[config.mk]
export PLATFORM = sky130hd
export DESIGN_NAME = clock_divider_bank
export DESIGN_NICKNAME = d
export VERILOG_FILES = /design/src/rtl/clk_div_pkg.sv /design/src/rtl/clock_divider_channel.sv /design/src/rtl/clock_divider_bank.sv
export SDC_FILE = /design/constraint.sdc
export NUM_CORES = 1
export LEC_CHECK = 0
export ABC_AREA = 1
export CAP_MARGIN = 20
export CORE_MARGIN = 1
export CORE_UTILIZATION = 30
export DETAILED_ROUTE_END_ITERATION = 6
export PLACE_DENSITY = 0.54
export SETUP_SLACK_MARGIN = 0.15
export SYNTH_ARGS = -nofsm -noshare
export SYNTH_HDL_FRONTEND = slang
export SYNTH_HIERARCHICAL = 1
export SYNTH_SLANG_ARGS = --single-unit
[constraint.sdc]
create_clock -name clk_in -period 2.6 [get_ports clk_in]
set_input_delay 0.26 -clock clk_in [delete_from_list [all_inputs] [get_ports clk_in]]
set_output_delay 0.26 -clock clk_in [all_outputs]
set_load 0.03 [all_outputs]
[src/rtl/clk_div_pkg.sv]
// Shared constants and types for the clock divider bank.
// Reset defaults give every channel a divide-by-two, 50% duty clock.
package clk_div_pkg;

   localparam int CNT_W        = 16;
   localparam int DEFAULT_PER  = 1;
   localparam int DEFAULT_HIGH = 1;

   typedef logic [CNT_W-1:0] cnt_t;

   typedef struct packed {
      cnt_t per;
      cnt_t high;
   } chan_cfg_t;

endpackage

[src/rtl/clock_divider_channel.sv]
// One divider channel: shadow/active period and high-count registers, phase counter,
// and registered clk_out/tick computed from the next counter state.
module clock_divider_channel
   import clk_div_pkg::*;
#(
   parameter int WIDTH    = CNT_W,
   parameter int RST_PER  = 1,
   parameter int RST_HIGH = 1
) (
   input  logic             clk_in,
   input  logic             reset,
   input  logic             enable,
   input  logic             restart,
   input  logic             wr_en,
   input  logic [WIDTH-1:0] wr_per,
   input  logic [WIDTH-1:0] wr_high,
   output logic             clk_out,
   output logic             tick
);

   typedef struct packed {
      logic [WIDTH-1:0] per;
      logic [WIDTH-1:0] high;
   } cfg_t;

   cfg_t             act, act_n;
   cfg_t             shd, shd_n;
   logic [WIDTH-1:0] cnt, cnt_n;
   logic             running;
   logic             clk_n, tick_n;

   // The first enabled cycle after a disable (or reset) starts a fresh period,
   // so the tick appears on that very cycle rather than one period later.
   always_comb begin
      shd_n = shd;
      if (wr_en) begin
         shd_n.per  = wr_per;
         shd_n.high = wr_high;
      end
      act_n = act;
      cnt_n = cnt + WIDTH'(1);
      if (!enable) begin
         cnt_n = '0;
         act_n = shd_n;
      end else if (!running || restart || (cnt == act.per)) begin
         cnt_n = '0;
         act_n = shd_n;
      end
      clk_n  = enable && (cnt_n < act_n.high);
      tick_n = enable && (cnt_n == '0);
   end

   always_ff @(posedge clk_in) begin
      if (reset) begin
         cnt      <= '0;
         act.per  <= WIDTH'(RST_PER);
         act.high <= WIDTH'(RST_HIGH);
         shd.per  <= WIDTH'(RST_PER);
         shd.high <= WIDTH'(RST_HIGH);
         running  <= 1'b0;
         clk_out  <= 1'b0;
         tick     <= 1'b0;
      end else begin
         cnt      <= cnt_n;
         act      <= act_n;
         shd      <= shd_n;
         running  <= enable;
         clk_out  <= clk_n;
         tick     <= tick_n;
      end
   end

endmodule

[src/rtl/clock_divider_bank.sv]
// Multi-channel clock divider: CHANNELS independent dividers sharing one config
// write port and a common phase restart.
module clock_divider_bank #(
   parameter int CHANNELS     = 2,
   parameter int WIDTH        = clk_div_pkg::CNT_W,
   parameter int DEFAULT_PER  = clk_div_pkg::DEFAULT_PER,
   parameter int DEFAULT_HIGH = clk_div_pkg::DEFAULT_HIGH
) (
   input  logic                                clk_in,
   input  logic                                reset,
   input  logic [CHANNELS-1:0]                 enable,
   input  logic                                restart,
   input  logic                                wr_en,
   input  logic [($clog2(CHANNELS) | 1)-1:0]   wr_chan,
   input  logic [WIDTH-1:0]                    wr_per,
   input  logic [WIDTH-1:0]                    wr_high,
   output logic [CHANNELS-1:0]                 clk_out,
   output logic [CHANNELS-1:0]                 tick
);

   localparam int CH_W = $clog2(CHANNELS) | 1;

   // Out-of-range channel indices match no instance and are silently dropped.
   for (genvar i = 0; i < CHANNELS; i++) begin : g_ch
      clock_divider_channel #(
         .WIDTH    (WIDTH),
         .RST_PER  (DEFAULT_PER),
         .RST_HIGH (DEFAULT_HIGH)
      ) u_ch (
         .clk_in  (clk_in),
         .reset   (reset),
         .enable  (enable[i]),
         .restart (restart),
         .wr_en   (wr_en && (wr_chan == CH_W'(i))),
         .wr_per  (wr_per),
         .wr_high (wr_high),
         .clk_out (clk_out[i]),
         .tick    (tick[i])
      );
   end

endmodule

==> results of run 1 <==
## worst register-to-register path, delay by kind of cell (launching register included)
family          cells  cell delay [ns]
buf+inv             3             0.34
simple gates        9             0.86
flops               1             0.35
compound gates      3             0.44
fa+ha+maj           1             0.27
## area by class of cell
type | instances | share of cell area, %
clock buffer | 19 | 4.53
clock inverter | 13 | 1.51
inverter | 122 | 4.79
multi-input combinational | 689 | 41.4
sequential | 166 | 34.4
tap | 330 | 4.23
timing repair buffer | 94 | 9.08
## registers in the layout (all words and copies together), names as in the netlist
register and cells:
g_ch.u_ch/act 64, g_ch.u_ch/clk_out 2, g_ch.u_ch/cnt 32, g_ch.u_ch/tick 2
g_ch.u_ch/shd 64, g_ch.u_ch/running 2
## kinds of logic (layout without fill, tap and decap cells)
| group | Yosys count | count (layout) | share of synthesized area (%) |
|---|---|---|---|
| flops | 166 | 166 | 43.3 |
| buf+inv | 161 | 248 | 8.47 |
| mux | 62 | 62 | 8.08 |
| fa+ha+maj | 32 | 32 | 5.21 |
| xor+xnor | 6 | 6 | 0.782 |
| compound gates | 124 | 124 | 8.27 |
| simple gates | 463 | 465 | 25.9 |
## what timing repair did
item	CTS	global route
setup buffers	2	16
setup endpoints to repair	2	2
resized for setup	20	106
gates cloned	1	2
endpoints found under the hold margin	0	0
hold buffers	0	0
pin swaps	5	34
## metal layers
| layer | up-vias | part of all wire (%) |
|---|---|---|
| met5 | - | 0 |
| met4 | 0 | 0.95 |
| met3 | 16 | 2.2 |
| met2 | 47 | 50 |
| met1 | 2949 | 47 |
| li1 | 3388 | - |
## power by group through the flow
stage,Combinational [uW],Clock [uW],Sequential (uW)
after floorplan,374,0,2750
after global routing,709,2710,2710
after detailed placement,577,0,2760
after CTS,587,2590,2710
final,635,2540,2700
after global placement,571,0,2760
## metrics by stage
step           hold WS, ns  utilization, %  setup slack, ns  TNS (ns)
6_report             0.238            38.8            0.232         0
5_1_grt              0.232            38.8           0.0417         0
4_1_cts              0.225            36.8            0.139         0
3_5_place_dp         0.440            34.2           -0.110    -0.110
3_3_place_gp         0.435            34.2           0.0195         0
2_1_floorplan        0.401               -            0.380         0
## synth_stat cells (5+ instances only)
| master | number |
|---|---|
| nor2_1 | 165 |
| ha_1 | 32 |
| o21ai_1 | 8 |
| mux2i_1 | 62 |
| dfxtp_1 | 166 |
| inv_1 | 109 |
| buf_2 | 9 |
| nand3_1 | 35 |
| o21ai_0 | 66 |
| nand3_2 | 8 |
| nand2_2 | 7 |
| nor3_1 | 11 |
| a21oi_1 | 45 |
| inv_2 | 11 |
| nor2_2 | 7 |
| xor2_1 | 5 |
| clkbuf_1 | 24 |
| nand4_1 | 9 |
| nand2_1 | 210 |
## final timing paths
kind,startpoint,to,slack [ns],cells past startpoint
worst max-delay path,g_ch[0].u_ch/cnt[1]$_SDFF_PP0_,g_ch[0].u_ch/clk_out$_SDFF_PP0_,0.23,16
worst min-delay path,reset,g_ch[1].u_ch/shd[11]$_SDFF_PP0_,0.24,2
worst max register to register,g_ch[0].u_ch/cnt[1]$_SDFF_PP0_,g_ch[0].u_ch/clk_out$_SDFF_PP0_,0.23,16
worst min register to register,g_ch[0].u_ch/shd[16]$_SDFF_PP1_,g_ch[0].u_ch/shd[16]$_SDFF_PP1_,0.45,2
==> metrics.cfg, run 1 <==
[sta]
worst-slew-pin-transition_ns = 0.575
setup_viol = 0
finalHoldViolCount = 0
finClkSkew_ns = 0.0119
rsz0062_at_grt = yes
max_freq_ghz = 0.422
relSlewSlack_pct = 61.5
fin_crit_ns = 2.37
fin_crit_sh_pct = 91.1
maxSlewViolCount = 0

[synth]
synth_area_leaders = dfxtp_1 43%, nand2_1 10%, mux2i_1 8.1%
synth_cell_type_count = 33
synth_top_area_share_pct = 43.3
syn-num-nets = 1085
yosysWarnings = 6
syn_area_um2 = 7680
ys_seq_elements = 166
synth_area_per_cell_um2 = 7.58
netlist_instances = 1014
synth-edff-count = 0
synth-main-ff-cell = dfxtp_1
synth_seq_area_share_pct = 43.3
synth_top_cell_by_area = dfxtp_1
async_flop_share_pct = 0

[placement]
dp_hpwl_mm = 14.1
finalWeightedCongestion = 0.789
io_buffers = 42
placed_area_um2 = 8600
post-place-cells = 1380

[floorplan]
rows = 58
die_height_um = 162
die_area_um2 = 26300
io_pins = 43
core_um2 = 25200
initial_core_util_pct = 30.5
die_x_um = 162

[cts]
clock-sinks = 166
insertion_delay_ns = 0.43
cts_buffer_depth = 2
path_clk_slew_ns = 0.07
cts-root-buf = clkbuf_16
h-tree-depth = 4
cts_tree = built
cts_inserted_buffers = 17

[power_and_ir_drop]
clkPwrFrac_pct = 43.2
max-vdd-ir-drop_v = 0.000449
switchingPower_uw = 1500
p_total_uw = 5880
seq_power_share_pct = 46.0
power_density_nw_per_um2 = 601
p_leak_uw = 0.00448
internal_power_uw = 4370
combPwrFrac_pct = 10.8
p_sw_share_pct = 25.6

[drt]
drt_drc_violations_left = 0
drt-pass1-iter-count = 4
viasPerCell = 4.47
wl_per_cell_um = 13.7
wirelength_mm = 19.6
drt_iter0_drc = 345
ant_nets = 0
vias = 6400

[worst_setup_path]
cp_cell_sequence = buf_4, nand3_2, nor2_2, nand2_2, nor2_4, nand2_2, nor2_2, nand3_2, buf_4, nand3_2, inv_1, ha_4, nand2_1, o21a_1, o2111ai_2, a21oi_1
critPathTopFamily = simple AND/OR/NAND/NOR gates
critPathKind = flop to flop
startpoint_type = flop
cp.required_ns = 2.92
arrival_ns = 2.69
cp_max_fo = 3
endpoint_kind = flop
critical_path_buf_inv_count = 3
max_stage_delay_ns = 0.35
crit_top_cell = nand3_2
critPathSlowestCell = dfxtp_2

[global_routing]
grt_util_all_layers_pct = 15.1
antenna_found_initial = 0
grt_pass1_vias = 6097
grt_overflow = 0
grt_use_met1_pct = 19.0
gr-usage-met2_pct = 25.8
grt-busiest-layer = met2
grt_start_max_net_pins = 47
grt_pass1_wl_mm = 30.8
use_met3_pct = 3.09

[finish]
drive_above_1_share_pct = 19.7
final_common_cell = nand2_1
layout_common_cells = 204 x nand2_1, 155 x nor2_1, 140 x dfxtp_1
nets = 1161
num_antenna_cells = 0
ff_latch_area_um2 = 3370
nFillCells = 2544
design_area_um2 = 9770
final_cells = 1433
multi_input_area_um2 = 4050
syn_to_final_growth_pct = 27.2

[status]
status = finished, final reports clean

[run]
maxCapViolCount = 0

[worst_hold_path]
hp-class = input pin to flop

Note: power is estimated with default switching activity, not from simulation.
==> run 2: changes to the inputs <==
--- a/config.mk
+++ b/config.mk
@@ -10,7 +10,7 @@
 export CORE_MARGIN = 1
 export CORE_UTILIZATION = 30
 export DETAILED_ROUTE_END_ITERATION = 6
-export PLACE_DENSITY = 0.54
+export PLACE_DENSITY = 0.55
 export SETUP_SLACK_MARGIN = 0.15
 export SYNTH_ARGS = -nofsm -noshare
 export SYNTH_HDL_FRONTEND = slang
==> constraint.sdc (replaced) <==
create_clock -name clk_in -period 2.1 [get_ports clk_in]
set_input_delay 0.21 -clock clk_in [delete_from_list [all_inputs] [get_ports clk_in]]
set_output_delay 0.21 -clock clk_in [all_outputs]
set_load 0.03 [all_outputs]
==> metrics.cfg, run 2 (synthesis gave the netlist of run 1 again) <==
[floorplan]
initial_core_util_pct = 30.5
die_area_um2 = 26300
io_pins = 43
core_um2 = 25200
die_height_um = 162
die_x_um = 162
rows = 58

[run]
maxCapViolCount = 0

[power_and_ir_drop]
p_leak_uw = 0.00524
seq_power_share_pct = 45.0
internal_power_uw = 5420
clkPwrFrac_pct = 42.1
power_density_nw_per_um2 = 668
switchingPower_uw = 2010
combPwrFrac_pct = 12.9
max-vdd-ir-drop_v = 0.000383
p_sw_share_pct = 27.1
p_total_uw = 7430

[sta]
hold_ws_ns = 0.197
worst-slew-pin-transition_ns = 0.808
fin_crit_ns = 2.39
setup_viol = 3
maxSlewViolCount = 0
finalHoldViolCount = 0
fin_crit_sh_pct = 114
relSlewSlack_pct = 46.1
max_freq_ghz = 0.418
rsz0062_at_grt = yes
finClkSkew_ns = 0.0114
fin_tns_setup_ns = -0.563
fin_ws_ns = -0.291

[worst_setup_path]
critPathKind = flop to flop
crit_top_cell = nand3_2
cp_max_fo = 3
cp_cell_sequence = buf_6, nand3_2, nor2_4, nand2_2, nor2_4, nand2_2, nor2_2, nand3_2, nor2_1, nand2_1, nand3_2, inv_1, ha_1, nand2_1, inv_1, o21ai_2, o2111ai_2, a21oi_1
reg2reg_from = g_ch[0].u_ch/cnt[1]$_SDFF_PP0_
critPathTopFamily = simple AND/OR/NAND/NOR gates
r2r_slack_ns = -0.29
arrival_ns = 2.75
startpoint_type = flop
endpoint_kind = flop
critPathSlowestCell = dfxtp_2
cp.required_ns = 2.46
worst-r2r-cell-count = 18
r2r_end = g_ch[0].u_ch/clk_out$_SDFF_PP0_
max_stage_delay_ns = 0.37
critical_path_buf_inv_count = 3

[cts]
h-tree-depth = 4
hold_buffers = 0
clock-sinks = 166
path_clk_slew_ns = 0.07
cts_inserted_buffers = 17
cts_buffer_depth = 2
cts_tree = built
cts-root-buf = clkbuf_16
insertion_delay_ns = 0.43

[worst_hold_path]
hold_path_depth = 2
whs_endpoint = g_ch[1].u_ch/shd[18]$_SDFF_PP0_
hp-class = input pin to flop
worstHoldStart = reset

[status]
status = finished, violations left
violations = negative setup slack

[global_routing]
grt_pass1_vias = 6552
grt_overflow = 0
grt_pass1_wl_mm = 33.4
antenna_found_initial = 0
grt_util_all_layers_pct = 16.4
grt_start_max_net_pins = 37

[drt]
wl_per_cell_um = 13.6
drt_iter0_drc = 261
wirelength_mm = 21.4
vias = 6946
ant_nets = 0
drt_drc_violations_left = 0
viasPerCell = 4.41
drt-pass1-iter-count = 5

[finish]
num_antenna_cells = 0
design_area_um2 = 11100
nFillCells = 2445
reg_top3 = g_ch.u_ch/act x64, g_ch.u_ch/shd x64, g_ch.u_ch/cnt x32
drive_above_1_share_pct = 32.7
nets = 1304
final_common_cell = nand2_1
syn_to_final_growth_pct = 44.9
layout_common_cells = 196 x nand2_1, 177 x buf_4, 153 x nor2_1

[placement]
placed_area_um2 = 9650
io_buffers = 42
dp_hpwl_mm = 15.0
finalWeightedCongestion = 0.823

-- run 2: power groups by stage --
stage	Sequential, uW	Combinational, uW	Clock (uW)
finish	3350	955	3130
global route	3360	1060	3370
global placement	3410	830	0
floorplan	3410	465	0
detailed placement	3420	837	0
CTS	3340	871	3210
-- run 2: metrics by stage --
step                setup WS (ns)  util, %  std cells
finish                     -0.291     44.2       1576
global route               -0.435     44.2       1576
CTS                        -0.216     41.7       1558
detailed placement         -0.409     38.3       1515
global placement           -0.383     38.3       1515
floorplan                  -0.116        -       1014
-- run 2: layer usage --
layer	wire (um)	part of all wire (%)	vias to the layer above	global-route usage [%]
met5	0	0	-	0
met4	338	1.6	0	5.06
met3	423	2.0	24	2.68
met2	10900	51	56	28.9
met1	9770	46	3184	20.5
li1	-	-	3682	-
-- run 2: worst max-delay path by stage --
stage	start	to	depth (start not counted)
5_1_grt	g_ch[0].u_ch/cnt[1]$_SDFF_PP0_	g_ch[0].u_ch/clk_out$_SDFF_PP0_	18
4_1_cts	g_ch[0].u_ch/cnt[0]$_SDFF_PP0_	g_ch[0].u_ch/clk_out$_SDFF_PP0_	19
3_3_place_gp	restart	g_ch[1].u_ch/clk_out$_SDFF_PP0_	13
2_1_floorplan	g_ch[0].u_ch/cnt[0]$_SDFF_PP0_	g_ch[0].u_ch/clk_out$_SDFF_PP0_	19
6_report	g_ch[0].u_ch/cnt[1]$_SDFF_PP0_	g_ch[0].u_ch/clk_out$_SDFF_PP0_	18
3_5_place_dp	g_ch[0].u_ch/cnt[13]$_SDFF_PP0_	g_ch[0].u_ch/clk_out$_SDFF_PP0_	18
-- run 2: what timing repair did --
item,4_1_cts,5_1_grt
resized for setup,52,134
gates cloned,4,5
buffers inserted,7,13
hold endpoints to repair,0,0
pin swaps,35,52
endpoints found under the setup margin,19,43
-- run 2: layout make-up --
cell class	instances	area [um^2]	share of cell area, %
Timing Repair inverter	1	8.76	0.0787
Sequential cell	166	3380	30.3
Tap cell	330	413	3.71
Inverter	122	478	4.29
Timing Repair Buffer	234	2020	18.1
Clock inverter	14	154	1.38
Multi-Input combinational cell	691	4250	38.2
Clock buffer	18	429	3.86
==> run 3: changes to the inputs <==
--- a/config.mk
+++ b/config.mk
@@ -6,7 +6,6 @@
 export NUM_CORES = 1
 export LEC_CHECK = 0
 export ABC_AREA = 1
-export CAP_MARGIN = 20
 export CORE_MARGIN = 1
 export CORE_UTILIZATION = 30
 export DETAILED_ROUTE_END_ITERATION = 6
==> results of run 3 <==
No change in the layout: final DEF, timing and power equal those of run 2.
